**src/rtl/counter_req_arbiter_if.sv**
```systemverilog
// Request/grant bundle between the button-side requesters and the shared counter.
// The master side issues requests and clears; the slave side owns the counter state.
interface counter_req_arbiter_if #(
    parameter int N_REQ = 4,
    parameter int WIDTH = 4
);
    logic [N_REQ-1:0] req;
    logic [N_REQ-1:0] dir;
    logic             clr;
    logic [WIDTH-1:0] count;
    logic [N_REQ-1:0] gnt;
    logic             wrap_evt;
    logic             drop;

    modport master (
        output req, dir, clr,
        input  count, gnt, wrap_evt, drop
    );

    modport slave (
        input  req, dir, clr,
        output count, gnt, wrap_evt, drop
    );
endinterface

```
**src/rtl/counter_req_arbiter.sv**
```systemverilog
// Shared up/down counter fed by N_REQ one-deep request slots, serviced one per cycle
// by a round-robin arbiter; reports wrap/saturation events and lost requests.
module counter_req_arbiter #(
    parameter int N_REQ = 4,
    parameter int WIDTH = 4,
    parameter bit WRAP  = 1'b1
) (
    input  logic                  clk,
    input  logic                  rst,
    counter_req_arbiter_if.slave  bus_if
);
    localparam int PTR_W = $clog2(N_REQ);
    typedef logic [PTR_W-1:0] ptr_t;

    logic [WIDTH-1:0] count_q, count_d;
    logic [N_REQ-1:0] gnt_q, gnt_d;
    logic [N_REQ-1:0] pend_q, pend_d;
    logic             wrap_q, wrap_d;
    logic             drop_q, drop_d;
    ptr_t             rr_ptr_q, rr_ptr_d;

    ptr_t             cand_idx [N_REQ];
    logic [N_REQ-1:0] cand_hit;
    logic             grant_any;
    ptr_t             grant_idx;
    logic [N_REQ-1:0] grant_vec;
    logic [WIDTH-1:0] step_val;
    logic             step_wrap;

    // Offset gi from the pointer maps to requester (rr_ptr + gi) mod N_REQ.
    for (genvar gi = 0; gi < N_REQ; gi++) begin : g_cand
        logic [PTR_W:0] sum;
        assign sum          = {1'b0, rr_ptr_q} + (PTR_W+1)'(gi);
        assign cand_idx[gi] = (sum >= (PTR_W+1)'(N_REQ)) ?
                              ptr_t'(sum - (PTR_W+1)'(N_REQ)) : sum[PTR_W-1:0];
        assign cand_hit[gi] = pend_q[cand_idx[gi]];
    end

    always_comb begin
        grant_any = |cand_hit;
        grant_idx = '0;
        // Walk from the far end so the smallest offset from the pointer wins.
        for (int i = N_REQ - 1; i >= 0; i--) begin
            if (cand_hit[i]) begin
                grant_idx = cand_idx[i];
            end
        end
        grant_vec = grant_any ? (N_REQ'(1) << grant_idx) : '0;
    end

    // Bounds are detected from the current value so WRAP=0 can hold instead of carrying.
    always_comb begin
        step_val  = count_q;
        step_wrap = 1'b0;
        if (grant_any) begin
            if (bus_if.dir[grant_idx]) begin
                if (&count_q) begin
                    step_wrap = 1'b1;
                    step_val  = WRAP ? '0 : count_q;
                end else begin
                    step_val  = count_q + WIDTH'(1);
                end
            end else begin
                if (~|count_q) begin
                    step_wrap = 1'b1;
                    step_val  = WRAP ? '1 : count_q;
                end else begin
                    step_val  = count_q - WIDTH'(1);
                end
            end
        end
    end

    always_comb begin
        count_d  = step_val;
        wrap_d   = step_wrap;
        gnt_d    = grant_vec;
        pend_d   = (pend_q & ~grant_vec) | bus_if.req;
        drop_d   = drop_q | (|(bus_if.req & pend_q & ~grant_vec));
        rr_ptr_d = rr_ptr_q;
        if (grant_any) begin
            rr_ptr_d = (grant_idx == ptr_t'(N_REQ - 1)) ? '0 : grant_idx + ptr_t'(1);
        end
        // Clear wipes everything except the fairness pointer and cancels this edge's grant.
        if (bus_if.clr) begin
            count_d  = '0;
            wrap_d   = 1'b0;
            gnt_d    = '0;
            pend_d   = '0;
            drop_d   = 1'b0;
            rr_ptr_d = rr_ptr_q;
        end
    end

    always_ff @(posedge clk) begin
        if (rst) begin
            count_q  <= '0;
            gnt_q    <= '0;
            pend_q   <= '0;
            wrap_q   <= 1'b0;
            drop_q   <= 1'b0;
            rr_ptr_q <= '0;
        end else begin
            count_q  <= count_d;
            gnt_q    <= gnt_d;
            pend_q   <= pend_d;
            wrap_q   <= wrap_d;
            drop_q   <= drop_d;
            rr_ptr_q <= rr_ptr_d;
        end
    end

    assign bus_if.count    = count_q;
    assign bus_if.gnt      = gnt_q;
    assign bus_if.wrap_evt = wrap_q;
    assign bus_if.drop     = drop_q;
endmodule

```
**src/flat_wrapper.sv**
```systemverilog
// flat-port wrapper written by rule: the top's interface ports become plain ports
module counter_req_arbiter_flat 
#(
    parameter int N_REQ = 4,
    parameter int WIDTH = 4,
    parameter bit WRAP  = 1'b1
)
  (clk, rst, bus_if_req, bus_if_dir, bus_if_clr, bus_if_count, bus_if_gnt, bus_if_wrap_evt, bus_if_drop);
  counter_req_arbiter_if #(.N_REQ(N_REQ), .WIDTH(WIDTH)) bus_if_i ();
  input  logic clk;
  input  logic rst;
  input wire logic [$bits(bus_if_i.req)-1:0] bus_if_req;
  input wire logic [$bits(bus_if_i.dir)-1:0] bus_if_dir;
  input wire logic [$bits(bus_if_i.clr)-1:0] bus_if_clr;
  output wire logic [$bits(bus_if_i.count)-1:0] bus_if_count;
  output wire logic [$bits(bus_if_i.gnt)-1:0] bus_if_gnt;
  output wire logic [$bits(bus_if_i.wrap_evt)-1:0] bus_if_wrap_evt;
  output wire logic [$bits(bus_if_i.drop)-1:0] bus_if_drop;
  assign bus_if_i.req = bus_if_req;
  assign bus_if_i.dir = bus_if_dir;
  assign bus_if_i.clr = bus_if_clr;
  assign bus_if_count = bus_if_i.count;
  assign bus_if_gnt = bus_if_i.gnt;
  assign bus_if_wrap_evt = bus_if_i.wrap_evt;
  assign bus_if_drop = bus_if_i.drop;
  counter_req_arbiter #(.N_REQ(N_REQ), .WIDTH(WIDTH), .WRAP(WRAP)) u_core (.clk(clk), .rst(rst), .bus_if(bus_if_i));
endmodule
```
**config.mk**
```make
export PLATFORM = sky130hd
export DESIGN_NAME = counter_req_arbiter_flat
export DESIGN_NICKNAME = d
export VERILOG_FILES = /design/src/rtl/counter_req_arbiter_if.sv /design/src/rtl/counter_req_arbiter.sv /design/src/flat_wrapper.sv
export SDC_FILE = /design/constraint.sdc
export NUM_CORES = 1
export LEC_CHECK = 0
export ABC_AREA = 0
export BUFFER_PORTS_ARGS = -buffer_cell sky130_fd_sc_hd__buf_2
export CAP_MARGIN = 40
export CORE_ASPECT_RATIO = 1.25
export CORE_MARGIN = 1.5
export CORE_UTILIZATION = 42
export DETAILED_ROUTE_END_ITERATION = 10
export GPL_ROUTABILITY_DRIVEN = 0
export PLACE_DENSITY = 0.68
export SYNTH_ARGS = -nofsm -noshare
export SYNTH_HDL_FRONTEND = slang
export SYNTH_SLANG_ARGS = --single-unit
```
**constraint.sdc**
```tcl
create_clock -name clk -period 5.45 [get_ports clk]
set_input_delay 0.2725 -clock clk [delete_from_list [all_inputs] [get_ports clk]]
set_output_delay 0.2725 -clock clk [all_outputs]
set_load 0.02 [all_outputs]
```
## Yosys cells after proc, flatten, opt, wreduce, memory -nomap -nowiden

Cells that the tools add are included.

| operators by class | value |
|---|---|
| add/subtract/negate cells | 10 |
| order comparisons | 9 |
| equal/unequal tests | 1 |
| shift operators | 1 |
| multiplexer cells | 26 |
| bitwise operators | 8 |
| reductions and logical operators | 7 |

Operator list:

| kind | number |
|---|---|
| $mux 2 | 9 |
| $mux 4 | 4 |
| $lt 2x3->1 const B | 5 |
| $and 4x4->4 | 3 |
| $reduce_or 4->1 | 3 |
| $bmux 1 s2 | 5 |
| $ge 3x3->1 const B | 3 |
| $mux 1 | 8 |
| $sub 2x1->2 const B | 4 |
| $add 2x2->3 const B | 2 |
| $add 4x1->4 const B | 1 |
| $not 4->4 | 1 |
| $or 4x4->4 | 1 |
| $reduce_and 4->1 | 1 |
| $shl 1x2->4 const A | 1 |
| $sub 4x1->4 const B | 1 |
| $add 2x1->3 const B | 1 |
| $ge 2x3->1 const B | 1 |
| $reduce_or 3->1 | 1 |
| $add 2x1->2 const B | 1 |
| $eq 2x2->1 const B | 1 |
| $not 1->1 | 2 |
| $reduce_and 2->1 | 1 |
| $reduce_or 2->1 | 1 |
| $or 1x1->1 | 1 |

| word-level totals | value |
|---|---|
| bits in registers | 16 |
| input port bits | 11 |
| output and inout bits | 10 |
| logic and storage cells | 68 |

## Longest topological paths before layout

| depth | value |
|---|---|
| depth in word-level cells | 15 |
| mapped depth | 8 |
| depth with buffers taken out | 8 |

## Least setup slack after synthesis

Ideal clock, no wire load.

| timing path | value |
|---|---|
| path kind | reg-to-reg |
| start point | register u_core.rr_ptr_q[1] |
| end point | register u_core.count_q[0] (netlist: u_core.bus_if.count[0]) |
| setup time | 0.119 ns |
| arrival | 1.743 ns |
| required time | 5.331 ns |
| setup slack | 3.588 ns |
| cell stages (with the launch flop) | 8 |
| buffers on the path | 0 |
| period minus slack after synthesis | 1.862 ns |
| path through | dfxtp_1 a21oi_2 o21a_1 o22a_4 mux2i_4 mux2i_4 a41oi_1 o221a_1 |

| on the way | value |
|---|---|
| longest elaborated chain between the ends | 12 |
| elaborated cells on any way between the ends | 31 |
| classes of those cells | 7 x add/sub; 4 x order compare; 19 x mux; 1 x reduce/logical |

RTL lines:

| element | RTL line | text |
|---|---|---|
| start, declared | counter_req_arbiter.sv:20 | `ptr_t rr_ptr_q, rr_ptr_d;` |
| start signal, assigned | counter_req_arbiter.sv:109 | `rr_ptr_q <= rr_ptr_d;` |
| $add 2x2->3 | counter_req_arbiter.sv:33 | `assign sum = {1'b0, rr_ptr_q} + (PTR_W+1)'(gi);` |
| $ge 3x3->1 or $sub 2x1->2 (tied branches) | counter_req_arbiter.sv:34, counter_req_arbiter.sv:35 |  |
| $mux 2 | counter_req_arbiter.sv:34 | `assign cand_idx[gi] = (sum >= (PTR_W+1)'(N_REQ)) ?` |
| $bmux 1 s2 | counter_req_arbiter.sv:36 | `assign cand_hit[gi] = pend_q[cand_idx[gi]];` |
| $mux 1 (not written as such) | counter_req_arbiter.sv:36 |  |
| $mux 2 (4 in a row) | counter_req_arbiter.sv:44 | `if (cand_hit[i]) begin` |
| $bmux 1 s2 | counter_req_arbiter.sv:56 | `if (bus_if.dir[grant_idx]) begin` |
| $mux 1 (not written as such) | counter_req_arbiter.sv:56 |  |
| $mux 4 | counter_req_arbiter.sv:56 |  |
| end signal, assigned | counter_req_arbiter.sv:104 | `count_q <= count_d;` |
| end, declared | counter_req_arbiter.sv:15 | `logic [WIDTH-1:0] count_q, count_d;` |

Several ways; a longest one is shown, not always the timed one. The select of a mux whose other input is x is not followed.
A chain may end at the register's enable or synchronous reset.

## Final worst setup path

Same ends and word-level chain as after synthesis.

==> impl_metrics.ini <==
[worst_setup_path]
path_class = reg -> reg
cp.arrival_ns = 2.24
critPathLaunchType = flop
endpoint_kind = flop
crit_required_ns = 5.64
r2r_slack_ns = 3.40
critical_path.max_fanout = 7

[yosys]
ys_types = 41
synth.cell_area_um2 = 975.9
syn_nets = 119
synthSimpleGateAreaFrac_pct = 20.13
synth-compound-area-share_pct = 23.72
synth_top_family_by_area = compound AO/OA/AOI/OAI gates
synthCells = 101
synth_seq_area_share_pct = 32.82
synthArstFlopShare_pct = 0
synthAdderAreaFrac_pct = 8.974
synth_edf_count = 0
syn_avg_cell_area_um2 = 9.663
synth-xor-area-share_pct = 0
synthMuxAreaShare_pct = 10.00
ys_seq_elements = 16
synth_ff_type = dfxtp_1
synth_warnings = 0

[pwr]
max-vdd-ir-drop_v = 0.0001219
p_leak_nw = 0.4975
power_mw = 0.2772
pwr_density_cell_nw_per_um2 = 244.8

[layout]
fill_cells = 221
layout_common_cells = buf_2 (21), dfxtp_1 (16), nand2_1 (8)
layout-drive-gt1-share_pct = 27.64
final_nets = 142
num_antenna_cells = 0
layout_commonest_cell = buf_2
stdcell_count = 154
syn_to_final_growth_pct = 16.03
final_core_utilization_pct = 51.77

[hold_path]
min_path_type = in -> reg

[timing]
rsz0062_at_grt = no
hold_violations = 0
worstMarginPinSlew_ns = 0.6863
slew-limit-headroom_pct = 54.08
min_period_ns = 2.049
finalCritPeriodShare_pct = 37.60
finClkSkew_ns = 0.001570
fmax_mhz = 488.0
finalSetupViolCount = 0
tns_ns = 0
final_max_slew_viol_count = 0

[drt]
via_count = 809
first_pass_iters = 4
drt_iter0_markers = 26
drt_wl_total_mm = 1.866
routedWlPerCell_um = 12.12
antenna_left = 0
drc = 0
viasPerCell = 5.253

[clocking]
h-tree-depth = 1
cts_sinks = 16
cts_resized = 0
cts_root_buffer = clkbuf_4
clockBufferDepth = 2
clock_latency_ns = 0.29
cts-buffers-inserted = 3
post_cts_buffers = 0
path_clk_slew_ns = 0.10
cts_tree = built
cts_hold_buf = 0

[status]
outcome = finished clean

[die]
die_area_um2 = 2624
start_util_pct = 44.62
die_h_um = 56.90
core_area_um2 = 2187
ioPinCount = 21
rows = 19
dieWidth_um = 46.12

[place]
place_inst = 150
io_buffers = 20
place_hpwl_mm = 1.441

[run]
max-cap-violations = 0

[global_routing]
grt_pass1_wl_mm = 3.125
track_usage_pct = 16.07
grt_overflow_total = 0
grt_pass1_vias = 734
grt_max_degree = 14
antenna_found_initial = 0
==> synthesized netlist by cell type, drive strengths merged (2+ instances only) <==
master	instances	area share, %
dfxtp	16	33
nand2	8	3.1
ha	7	9.0
a21oi	6	3.5
mux2i	6	10
nor2	6	2.3
inv	5	1.9
o21a	5	3.8
and3	4	2.6
nor2b	4	2.6
nor3	3	2.7
nor3b	3	2.8
o21ai	3	1.5
a31oi	2	1.3
buf	2	1.9
nand3	2	1.0
o31a	2	1.9
==> state kept, by name, indices dropped and copies added, names as in the netlist <==
signal and flops:
u_core.bus_if.count 4, u_core.bus_if.drop 1, u_core.bus_if.gnt 4, u_core.bus_if.wrap_evt 1
u_core.pend_q 4, u_core.rr_ptr_q 2
==> path summary, 6_finish.rpt <==
kind,startpoint,endpoint,cells after the start
max reg2reg,u_core.rr_ptr_q[1]$_SDFFE_PP0P_,u_core.bus_if.count[0]$_SDFFE_PP0N_,7
min reg2reg,u_core.rr_ptr_q[0]$_SDFFE_PP0P_,u_core.rr_ptr_q[0]$_SDFFE_PP0P_,2
min,bus_if_req[2],u_core.pend_q[2]$_SDFF_PP0_,2
max,u_core.rr_ptr_q[1]$_SDFFE_PP0P_,u_core.bus_if.count[0]$_SDFFE_PP0N_,7
==> metrics by stage <==
stage / instance area, um^2 / setup slack [ns] / hold slack (ns)
detailed placement: 1096 / 3.402 / 0.4988
CTS: 1132 / 3.402 / 0.1929
floorplan: 975.9 / 3.588 / 0.3416
global placement: 1091 / 3.476 / 0.4984
global route: 1132 / 3.237 / 0.1994
finish: 1132 / 3.401 / 0.1956
==> area by class of cell <==
cell class	count	area [um^2]	share of cell area [%]
clock buffer	4	36.28	3.204
sequential	16	320.3	28.29
timing repair buffer	21	105.1	9.282
tap	31	38.79	3.425
inverter	5	18.77	1.657
multi-input combinational	77	613.1	54.14
==> worst max-delay path, stage by stage, from the launching register on <==
cell	delay, ns
dfxtp_1	0.47
mux2i_1	0.23
nor2_1	0.09
nor3_4	0.31
inv_2	0.13
mux2i_4	0.30
a41oi_1	0.15
o221a_1	0.26
==> kinds of logic after synthesis <==
| family | Yosys count |
|---|---|
| and+or+nand+nor | 34 |
| AOI/OAI and AO/OA | 30 |
| DFF | 16 |
| buffers and inverters | 8 |
| adders and majority gates | 7 |
| muxes | 6 |
==> per-layer routing <==
| metal | track usage, % | share of wire, % | wire (um) | vias up |
|---|---|---|---|---|
| met5 | 0 | 0 | 0 | - |
| met4 | 7.347 | 2.1 | 40 | 0 |
| met3 | 1.929 | 4.0 | 74 | 5 |
| met2 | 25.60 | 47 | 880 | 25 |
| met1 | 20.79 | 47 | 870 | 361 |
| li1 | - | - | - | 418 |
==> power breakdown <==
| group | total, mW | internal, mW | switching, mW |
|---|---|---|---|
| clock | 0.0798 | 0.0407 | 0.0391 |
| sequential | 0.131 | 0.123 | 0.00808 |
| combinational | 0.0666 | 0.0298 | 0.0368 |
Note: power is estimated with default switching activity, not from simulation.
